<file path="src/rtl/alu_reservation_station_if.sv">
// Dispatch, CDB, flush and issue bundle of the ALU/CMP reservation station.
interface alu_reservation_station_if #(
    parameter int NUM_ENTRIES = 8,
    parameter int PREG_IDX_W  = 6,
    parameter int PAYLOAD_W   = 128
);
    localparam int OCC_W = $clog2(NUM_ENTRIES) + 1;

    // dispatch side
    logic                  dispatch_valid;
    logic                  dispatch_ready;
    logic [PAYLOAD_W-1:0]  dispatch_payload;
    logic [PREG_IDX_W-1:0] dispatch_ps1;
    logic                  dispatch_ps1_rdy;
    logic [PREG_IDX_W-1:0] dispatch_ps2;
    logic                  dispatch_ps2_rdy;
    logic [PREG_IDX_W-1:0] dispatch_pd;

    // result broadcast and squash
    logic                  cdb_valid;
    logic [PREG_IDX_W-1:0] cdb_pd;
    logic                  flush;

    // issue side towards the FU
    logic                  issue_valid;
    logic                  issue_ready;
    logic [PAYLOAD_W-1:0]  issue_payload;
    logic [PREG_IDX_W-1:0] issue_ps1;
    logic [PREG_IDX_W-1:0] issue_ps2;
    logic [PREG_IDX_W-1:0] issue_pd;

    logic [OCC_W-1:0]      occupancy;

    // environment: dispatch stage, CDB, flush source and FU
    modport master (
        output dispatch_valid, dispatch_payload, dispatch_ps1, dispatch_ps1_rdy,
               dispatch_ps2, dispatch_ps2_rdy, dispatch_pd,
               cdb_valid, cdb_pd, flush, issue_ready,
        input  dispatch_ready, issue_valid, issue_payload, issue_ps1, issue_ps2,
               issue_pd, occupancy
    );

    // the reservation station itself
    modport slave (
        input  dispatch_valid, dispatch_payload, dispatch_ps1, dispatch_ps1_rdy,
               dispatch_ps2, dispatch_ps2_rdy, dispatch_pd,
               cdb_valid, cdb_pd, flush, issue_ready,
        output dispatch_ready, issue_valid, issue_payload, issue_ps1, issue_ps2,
               issue_pd, occupancy
    );
endinterface

</file>
<file path="src/rtl/alu_reservation_station.sv">
// ALU/CMP reservation station: holds dispatched instructions, wakes sources
// from the CDB and offers the oldest fully-ready entry to the FU each cycle.
module alu_reservation_station #(
    parameter int NUM_ENTRIES = 8,
    parameter int PREG_IDX_W  = 6,
    parameter int PAYLOAD_W   = 128
) (
    input  logic                          clk,
    input  logic                          rst,
    alu_reservation_station_if.slave      rs_if
);
    localparam int IDX_W = $clog2(NUM_ENTRIES);
    localparam int OCC_W = IDX_W + 1;

    // entry state
    logic [NUM_ENTRIES-1:0] valid_q, valid_d;
    logic [NUM_ENTRIES-1:0] rdy1_q, rdy1_d;
    logic [NUM_ENTRIES-1:0] rdy2_q, rdy2_d;
    logic [NUM_ENTRIES-1:0] age_q [NUM_ENTRIES];
    logic [NUM_ENTRIES-1:0] age_d [NUM_ENTRIES];
    logic [PAYLOAD_W-1:0]   payload_q [NUM_ENTRIES];
    logic [PREG_IDX_W-1:0]  ps1_q [NUM_ENTRIES];
    logic [PREG_IDX_W-1:0]  ps2_q [NUM_ENTRIES];
    logic [PREG_IDX_W-1:0]  pd_q  [NUM_ENTRIES];
    logic [OCC_W-1:0]       occ_q, occ_d;

    // combinational control
    logic [NUM_ENTRIES-1:0] eligible_s;
    logic [NUM_ENTRIES-1:0] sel_oh_s;
    logic [IDX_W-1:0]       sel_idx_s;
    logic [IDX_W-1:0]       free_idx_s;
    logic                   dispatch_ready_s;
    logic                   disp_fire_s;
    logic                   issue_valid_s;
    logic                   issue_fire_s;
    logic                   disp_rdy1_s;
    logic                   disp_rdy2_s;

    // Oldest-ready select: an eligible entry wins if it is older than every
    // other eligible entry; the age matrix is a total order over valid entries.
    always_comb begin
        eligible_s = valid_q & rdy1_q & rdy2_q;
        sel_oh_s   = '0;
        sel_idx_s  = '0;
        for (int i = 0; i < NUM_ENTRIES; i++) begin
            sel_oh_s[i] = eligible_s[i];
            for (int j = 0; j < NUM_ENTRIES; j++) begin
                if ((j != i) && eligible_s[j] && !age_q[i][j]) begin
                    sel_oh_s[i] = 1'b0;
                end else begin
                    sel_oh_s[i] = sel_oh_s[i];
                end
            end
        end
        for (int i = 0; i < NUM_ENTRIES; i++) begin
            if (sel_oh_s[i]) begin
                sel_idx_s = IDX_W'(i);
            end else begin
                sel_idx_s = sel_idx_s;
            end
        end
    end

    // Lowest-index free slot, scanned downward so the lowest index wins.
    always_comb begin
        free_idx_s = '0;
        for (int i = NUM_ENTRIES - 1; i >= 0; i--) begin
            if (!valid_q[i]) begin
                free_idx_s = IDX_W'(i);
            end else begin
                free_idx_s = free_idx_s;
            end
        end
    end

    // Handshake qualifiers and dispatch-time readiness including CDB bypass.
    always_comb begin
        dispatch_ready_s = (occ_q < OCC_W'(NUM_ENTRIES));
        disp_fire_s      = rs_if.dispatch_valid && dispatch_ready_s && !rs_if.flush;
        issue_valid_s    = (|eligible_s) && !rs_if.flush;
        issue_fire_s     = issue_valid_s && rs_if.issue_ready;
        disp_rdy1_s      = rs_if.dispatch_ps1_rdy
                         || (rs_if.dispatch_ps1 == PREG_IDX_W'(0))
                         || (rs_if.cdb_valid && (rs_if.cdb_pd == rs_if.dispatch_ps1));
        disp_rdy2_s      = rs_if.dispatch_ps2_rdy
                         || (rs_if.dispatch_ps2 == PREG_IDX_W'(0))
                         || (rs_if.cdb_valid && (rs_if.cdb_pd == rs_if.dispatch_ps2));
    end

    // Next state of valid/ready bits, age matrix and occupancy. Wakeup is
    // applied first so a dispatch into a free slot overrides stale bits.
    always_comb begin
        valid_d = valid_q;
        rdy1_d  = rdy1_q;
        rdy2_d  = rdy2_q;
        age_d   = age_q;
        occ_d   = occ_q;
        if (rs_if.flush) begin
            valid_d = '0;
            occ_d   = '0;
        end else begin
            for (int i = 0; i < NUM_ENTRIES; i++) begin
                if (rs_if.cdb_valid && valid_q[i] && (ps1_q[i] == rs_if.cdb_pd)) begin
                    rdy1_d[i] = 1'b1;
                end else begin
                    rdy1_d[i] = rdy1_d[i];
                end
                if (rs_if.cdb_valid && valid_q[i] && (ps2_q[i] == rs_if.cdb_pd)) begin
                    rdy2_d[i] = 1'b1;
                end else begin
                    rdy2_d[i] = rdy2_d[i];
                end
            end
            if (issue_fire_s) begin
                valid_d[sel_idx_s] = 1'b0;
            end else begin
                valid_d = valid_d;
            end
            if (disp_fire_s) begin
                valid_d[free_idx_s] = 1'b1;
                rdy1_d[free_idx_s]  = disp_rdy1_s;
                rdy2_d[free_idx_s]  = disp_rdy2_s;
                age_d[free_idx_s]   = '0;
                for (int j = 0; j < NUM_ENTRIES; j++) begin
                    if (IDX_W'(j) != free_idx_s) begin
                        age_d[j][free_idx_s] = 1'b1;
                    end else begin
                        age_d[j][free_idx_s] = 1'b0;
                    end
                end
            end else begin
                valid_d = valid_d;
            end
            case ({disp_fire_s, issue_fire_s})
                2'b10:   occ_d = occ_q + OCC_W'(1);
                2'b01:   occ_d = occ_q - OCC_W'(1);
                default: occ_d = occ_q;
            endcase
        end
    end

    // Control state register.
    always_ff @(posedge clk or negedge rst) begin
        if (!rst) begin
            valid_q <= '0;
            rdy1_q  <= '0;
            rdy2_q  <= '0;
            occ_q   <= '0;
            for (int i = 0; i < NUM_ENTRIES; i++) begin
                age_q[i] <= '0;
            end
        end else begin
            valid_q <= valid_d;
            rdy1_q  <= rdy1_d;
            rdy2_q  <= rdy2_d;
            occ_q   <= occ_d;
            age_q   <= age_d;
        end
    end

    // Entry payload and tag storage, written only on an accepted dispatch.
    always_ff @(posedge clk or negedge rst) begin
        if (!rst) begin
            for (int i = 0; i < NUM_ENTRIES; i++) begin
                payload_q[i] <= '0;
                ps1_q[i]     <= '0;
                ps2_q[i]     <= '0;
                pd_q[i]      <= '0;
            end
        end else if (disp_fire_s) begin
            payload_q[free_idx_s] <= rs_if.dispatch_payload;
            ps1_q[free_idx_s]     <= rs_if.dispatch_ps1;
            ps2_q[free_idx_s]     <= rs_if.dispatch_ps2;
            pd_q[free_idx_s]      <= rs_if.dispatch_pd;
        end else begin
            payload_q <= payload_q;
        end
    end

    assign rs_if.dispatch_ready = dispatch_ready_s;
    assign rs_if.issue_valid    = issue_valid_s;
    assign rs_if.issue_payload  = payload_q[sel_idx_s];
    assign rs_if.issue_ps1      = ps1_q[sel_idx_s];
    assign rs_if.issue_ps2      = ps2_q[sel_idx_s];
    assign rs_if.issue_pd       = pd_q[sel_idx_s];
    assign rs_if.occupancy      = occ_q;
endmodule

</file>
<file path="src/flat_wrapper.sv">
// flat-port wrapper written by rule: the top's interface ports become plain ports
module alu_reservation_station_flat 
#(
    parameter int NUM_ENTRIES = 8,
    parameter int PREG_IDX_W  = 6,
    parameter int PAYLOAD_W   = 128
)
  (clk, rst, rs_if_dispatch_valid, rs_if_dispatch_payload, rs_if_dispatch_ps1, rs_if_dispatch_ps1_rdy, rs_if_dispatch_ps2, rs_if_dispatch_ps2_rdy, rs_if_dispatch_pd, rs_if_cdb_valid, rs_if_cdb_pd, rs_if_flush, rs_if_issue_ready, rs_if_dispatch_ready, rs_if_issue_valid, rs_if_issue_payload, rs_if_issue_ps1, rs_if_issue_ps2, rs_if_issue_pd, rs_if_occupancy);
  alu_reservation_station_if #(.NUM_ENTRIES(NUM_ENTRIES), .PREG_IDX_W(PREG_IDX_W), .PAYLOAD_W(PAYLOAD_W)) rs_if_i ();
  input  logic clk;
  input  logic rst;
  input wire logic [$bits(rs_if_i.dispatch_valid)-1:0] rs_if_dispatch_valid;
  input wire logic [$bits(rs_if_i.dispatch_payload)-1:0] rs_if_dispatch_payload;
  input wire logic [$bits(rs_if_i.dispatch_ps1)-1:0] rs_if_dispatch_ps1;
  input wire logic [$bits(rs_if_i.dispatch_ps1_rdy)-1:0] rs_if_dispatch_ps1_rdy;
  input wire logic [$bits(rs_if_i.dispatch_ps2)-1:0] rs_if_dispatch_ps2;
  input wire logic [$bits(rs_if_i.dispatch_ps2_rdy)-1:0] rs_if_dispatch_ps2_rdy;
  input wire logic [$bits(rs_if_i.dispatch_pd)-1:0] rs_if_dispatch_pd;
  input wire logic [$bits(rs_if_i.cdb_valid)-1:0] rs_if_cdb_valid;
  input wire logic [$bits(rs_if_i.cdb_pd)-1:0] rs_if_cdb_pd;
  input wire logic [$bits(rs_if_i.flush)-1:0] rs_if_flush;
  input wire logic [$bits(rs_if_i.issue_ready)-1:0] rs_if_issue_ready;
  output wire logic [$bits(rs_if_i.dispatch_ready)-1:0] rs_if_dispatch_ready;
  output wire logic [$bits(rs_if_i.issue_valid)-1:0] rs_if_issue_valid;
  output wire logic [$bits(rs_if_i.issue_payload)-1:0] rs_if_issue_payload;
  output wire logic [$bits(rs_if_i.issue_ps1)-1:0] rs_if_issue_ps1;
  output wire logic [$bits(rs_if_i.issue_ps2)-1:0] rs_if_issue_ps2;
  output wire logic [$bits(rs_if_i.issue_pd)-1:0] rs_if_issue_pd;
  output wire logic [$bits(rs_if_i.occupancy)-1:0] rs_if_occupancy;
  assign rs_if_i.dispatch_valid = rs_if_dispatch_valid;
  assign rs_if_i.dispatch_payload = rs_if_dispatch_payload;
  assign rs_if_i.dispatch_ps1 = rs_if_dispatch_ps1;
  assign rs_if_i.dispatch_ps1_rdy = rs_if_dispatch_ps1_rdy;
  assign rs_if_i.dispatch_ps2 = rs_if_dispatch_ps2;
  assign rs_if_i.dispatch_ps2_rdy = rs_if_dispatch_ps2_rdy;
  assign rs_if_i.dispatch_pd = rs_if_dispatch_pd;
  assign rs_if_i.cdb_valid = rs_if_cdb_valid;
  assign rs_if_i.cdb_pd = rs_if_cdb_pd;
  assign rs_if_i.flush = rs_if_flush;
  assign rs_if_i.issue_ready = rs_if_issue_ready;
  assign rs_if_dispatch_ready = rs_if_i.dispatch_ready;
  assign rs_if_issue_valid = rs_if_i.issue_valid;
  assign rs_if_issue_payload = rs_if_i.issue_payload;
  assign rs_if_issue_ps1 = rs_if_i.issue_ps1;
  assign rs_if_issue_ps2 = rs_if_i.issue_ps2;
  assign rs_if_issue_pd = rs_if_i.issue_pd;
  assign rs_if_occupancy = rs_if_i.occupancy;
  alu_reservation_station #(.NUM_ENTRIES(NUM_ENTRIES), .PREG_IDX_W(PREG_IDX_W), .PAYLOAD_W(PAYLOAD_W)) u_core (.clk(clk), .rst(rst), .rs_if(rs_if_i));
endmodule
</file>
<file path="config.mk">
export PLATFORM = sky130hd
export DESIGN_NAME = alu_reservation_station_flat
export DESIGN_NICKNAME = d
export VERILOG_FILES = /design/src/rtl/alu_reservation_station_if.sv /design/src/rtl/alu_reservation_station.sv /design/src/flat_wrapper.sv
export SDC_FILE = /design/constraint.sdc
export NUM_CORES = 2
export LEC_CHECK = 0
export CAP_MARGIN = 20
export CORE_ASPECT_RATIO = 0.6
export CORE_MARGIN = 2
export CORE_UTILIZATION = 54
export CTS_BUF_LIST = sky130_fd_sc_hd__clkbuf_16
export CTS_CLUSTER_SIZE = 30
export DETAILED_ROUTE_END_ITERATION = 10
export GPL_TIMING_DRIVEN = 0
export PLACE_DENSITY = 0.76
export SLEW_MARGIN = 20
export SYNTH_ARGS = -nofsm -noshare
export SYNTH_HDL_FRONTEND = slang
export SYNTH_SLANG_ARGS = --single-unit
</file>
<file path="constraint.sdc">
create_clock -name clk -period 3.15 [get_ports clk]
set_input_delay 0.63 -clock clk [delete_from_list [all_inputs] [get_ports clk]]
set_output_delay 0.63 -clock clk [all_outputs]
set_load 0.02 [all_outputs]
</file>
==> flow_summary.toml <==
[run_status]
status = "finished with violations"
violations = "setup timing"

[routing]
drcViolationCount = 0
first_pass_iters = 9
finalWirelength_mm = 181
drtIter0Drc = 5566
antenna_left = 0
wl_per_cell_um = 25.9
vias_per_cell = 6.34
via_count = 44245

[synth]
synth-main-ff-cell = "dfrtp_1"
yosys_warnings = 0
synth.most_common_cell = "nand2_1"
synth_commonest_cells = "1396 x nand2_1, 1245 x dfrtp_1, 808 x mux2_2"
yosys.area.top_type = "dfrtp_1"
syn-num-nets = 5157
synth-seq-cells = 1245
ys_types = 55
netlist_instances = 4994
synth-edff-count = 0
synthesis.area_um2 = 56600
synthArstFlopShare_pct = 100
yosysSeqAreaShare_pct = 55.0
avgSynthCellArea_um2 = 11.3
yosysTopAreaCellShare_pct = 55.0
synth.area.top_cells = "dfrtp_1 55%, mux2_2 16%, nand2_1 9.3%, a32oi_1 4.5%, mux2i_1 2.6%"

[floorplanning]
core-area_um2 = 103000
dieArea_um2 = 108000
die_y_um = 255
rows = 91
num_io_pins = 312
initial_core_util_pct = 54.8
die_w_um = 422

[clocking]
clkLatencyLatePin_ns = 0.74
clockBufferDepth = 3
cts_sinks = 1245
htreeDepth = 3
clock-root-buffer = "clkbuf_16"
path_clk_slew_ns = 0.07
cts_tree = "built"
numCtsBuffers = 114

[pwr]
leakage_nw = 34.0
ir_worst_vdd_mv = 0.498
p_total_mw = 36.7
power_density_nw_per_um2 = 537

[timing]
whs_ns = 0.358
setup_ws_ns = -1.34
worst_pin_slew_ns = 1.04
finalCriticalPeriod_ns = 4.49
period_share_pct = 142
slew_headroom_pct = 30.7
fin_setup_tns_ns = -179.29
drv_slew = 0
setup_viol = 171
finalHoldViolations = 0
grt_setup_unrepaired = "yes"
fmaxAchievable_mhz = 223
skew_ns = 0.0244

[worst_hold_path]
min_from = "rs_if_dispatch_ps2[3]"
min_path_type = "in -> reg"

[placement]
postPlaceCellArea_um2 = 62000
dp_hpwl_mm = 122
gp_congestion = 1.01
place_ws_ns = -2.06
numPortBuffers = 292

[worst_setup_path]
crit_arrival_ns = 3.86
crit_fanout = 7
crit_type = "reg -> out"
worstSetupEndpointType = "output port"
cp-start-kind = "register"
r2r-start = "u_core.valid_q[5]"
worstSetupStartpoint = "u_core.valid_q[1]"
crit_required_ns = 2.52

[global_route]
grt_overflow = 0
grt_pass1_wl_mm = 268
grt_max_degree = 150
grt_pass1_vias = 43127
track_usage_pct = 32.5
antenna_found_initial = 10

[cells_and_area]
drive_gt1_share_pct = 29.2
nNetsFinal = 5645
fin_area_um2 = 68400
fill_cells = 7695
area_growth_pct = 20.8

[run]
max-cap-violations = 0
metrics by stage:
| step | instances | utilization (%) |
|---|---|---|
| after global placement | 6681 | 59.6 |
| after CTS | 6942 | 64.6 |
| final | 6984 | 66.2 |
| after detailed placement | 6696 | 60.0 |
| after global routing | 6980 | 66.2 |
| after floorplan | 4994 | - |
cell families after synthesis:
family | count (synthesis) | synth area share, %
buffers and inverters | 413 | 2.99
XOR/XNOR | 111 | 1.72
adder cells (fa/ha/maj) | 3 | 0.0795
AO/OA/AOI/OAI | 686 | 9.63
AND/OR/NAND/NOR | 1513 | 10.6
flip-flops | 1245 | 55.0
multiplexers | 1023 | 20.0
state kept, by name, indices dropped and copies added (netlist names):
register	count
u_core.rs_if.occupancy	4
u_core.age_q	49
u_core.rdy1_q	8
u_core.ps1_q	48
u_core.ps2_q	48
u_core.pd_q	48
u_core.rdy2_q	8
u_core.valid_q	8
u_core.payload_q	1024
worst max-delay path: stages, from the launching register on:
cell       delay, ns
dfrtp_2         0.43
nand3_4         0.14
o2111ai_2       0.25
or3_4           0.19
or4bb_4         0.54
a31o_4          0.38
buf_16          0.23
clkbuf_16       0.18
mux2_4          0.29
o211ai_1        0.24
buf_4           0.23
layout by cell type, fill, tap and decap left out, types with 21 or more instances in the layout:
master,n
clkbuf_16,130
buf_16,23
buf_4,195
nand2_1,1395
clkinv_1,25
buf_6,40
a32oi_1,266
o211ai_1,146
a21oi_1,28
mux2i_1,144
a22oi_1,146
clkbuf_4,26
clkbuf_2,121
mux2_4,93
inv_1,22
dfrtp_1,1238
buf_2,32
clkbuf_1,122
clkdlybuf4s50_1,144
mux2_2,774
a32oi_2,21
buf_12,28
bufinv_16,22
clkinv_2,23
xnor2_1,57
xor2_1,54
power by group:
| group | internal, mW | switching [mW] |
|---|---|---|
| sequential | 17.0 | 0.651 |
| clock | 8.44 | 6.50 |
| combinational | 1.72 | 2.40 |
| total | 27.2 | 9.54 |
path summary, 6_finish.rpt:
check / to / slack [ns] / cells after the start
hold / removal: u_core.ps2_q[39] / 0.36 / 3
max in group asynchronous: u_core.payload_q[436] / 0.54 / 5
min in group asynchronous: u_core.rs_if.occupancy[0] / 0.48 / 2
setup reg to reg: u_core.payload_q[693] / -0.08 / 10
setup / recovery: rs_if_issue_payload[111] / -1.34 / 10
hold reg to reg: u_core.age_q[32] / 0.47 / 2
area by class of cell:
class	count	area, um2	area share [%]
clock buffer	114	2850	4.17
timing repair buffer	383	3980	5.81
buffer	393	2710	3.97
sequential	1245	31200	45.6
clock inverter	101	1120	1.64
multi-input combinational	3336	24800	36.2
antenna	8	20.0	0.0293
tap	1395	1750	2.55
inverter	9	33.8	0.0494
layer usage:
metal | part of all wire (%) | vias up | GRT usage, %
li1 | - | 18750 | -
met1 | 44 | 22722 | 49.2
met2 | 41 | 2400 | 45.0
met3 | 11 | 365 | 9.11
met4 | 3.4 | 8 | 10.5
met5 | 0.033 | - | 0
what timing repair did:
action,4_1_cts,5_1_grt
endpoints found under the hold margin,110,0
resized for setup,889,562
hold buffers,1,0
pin swaps,20,58
buffers inserted,28,28
endpoints found under the setup margin,991,1294
cloned,4,15
(Power assumes the default switching activity.)
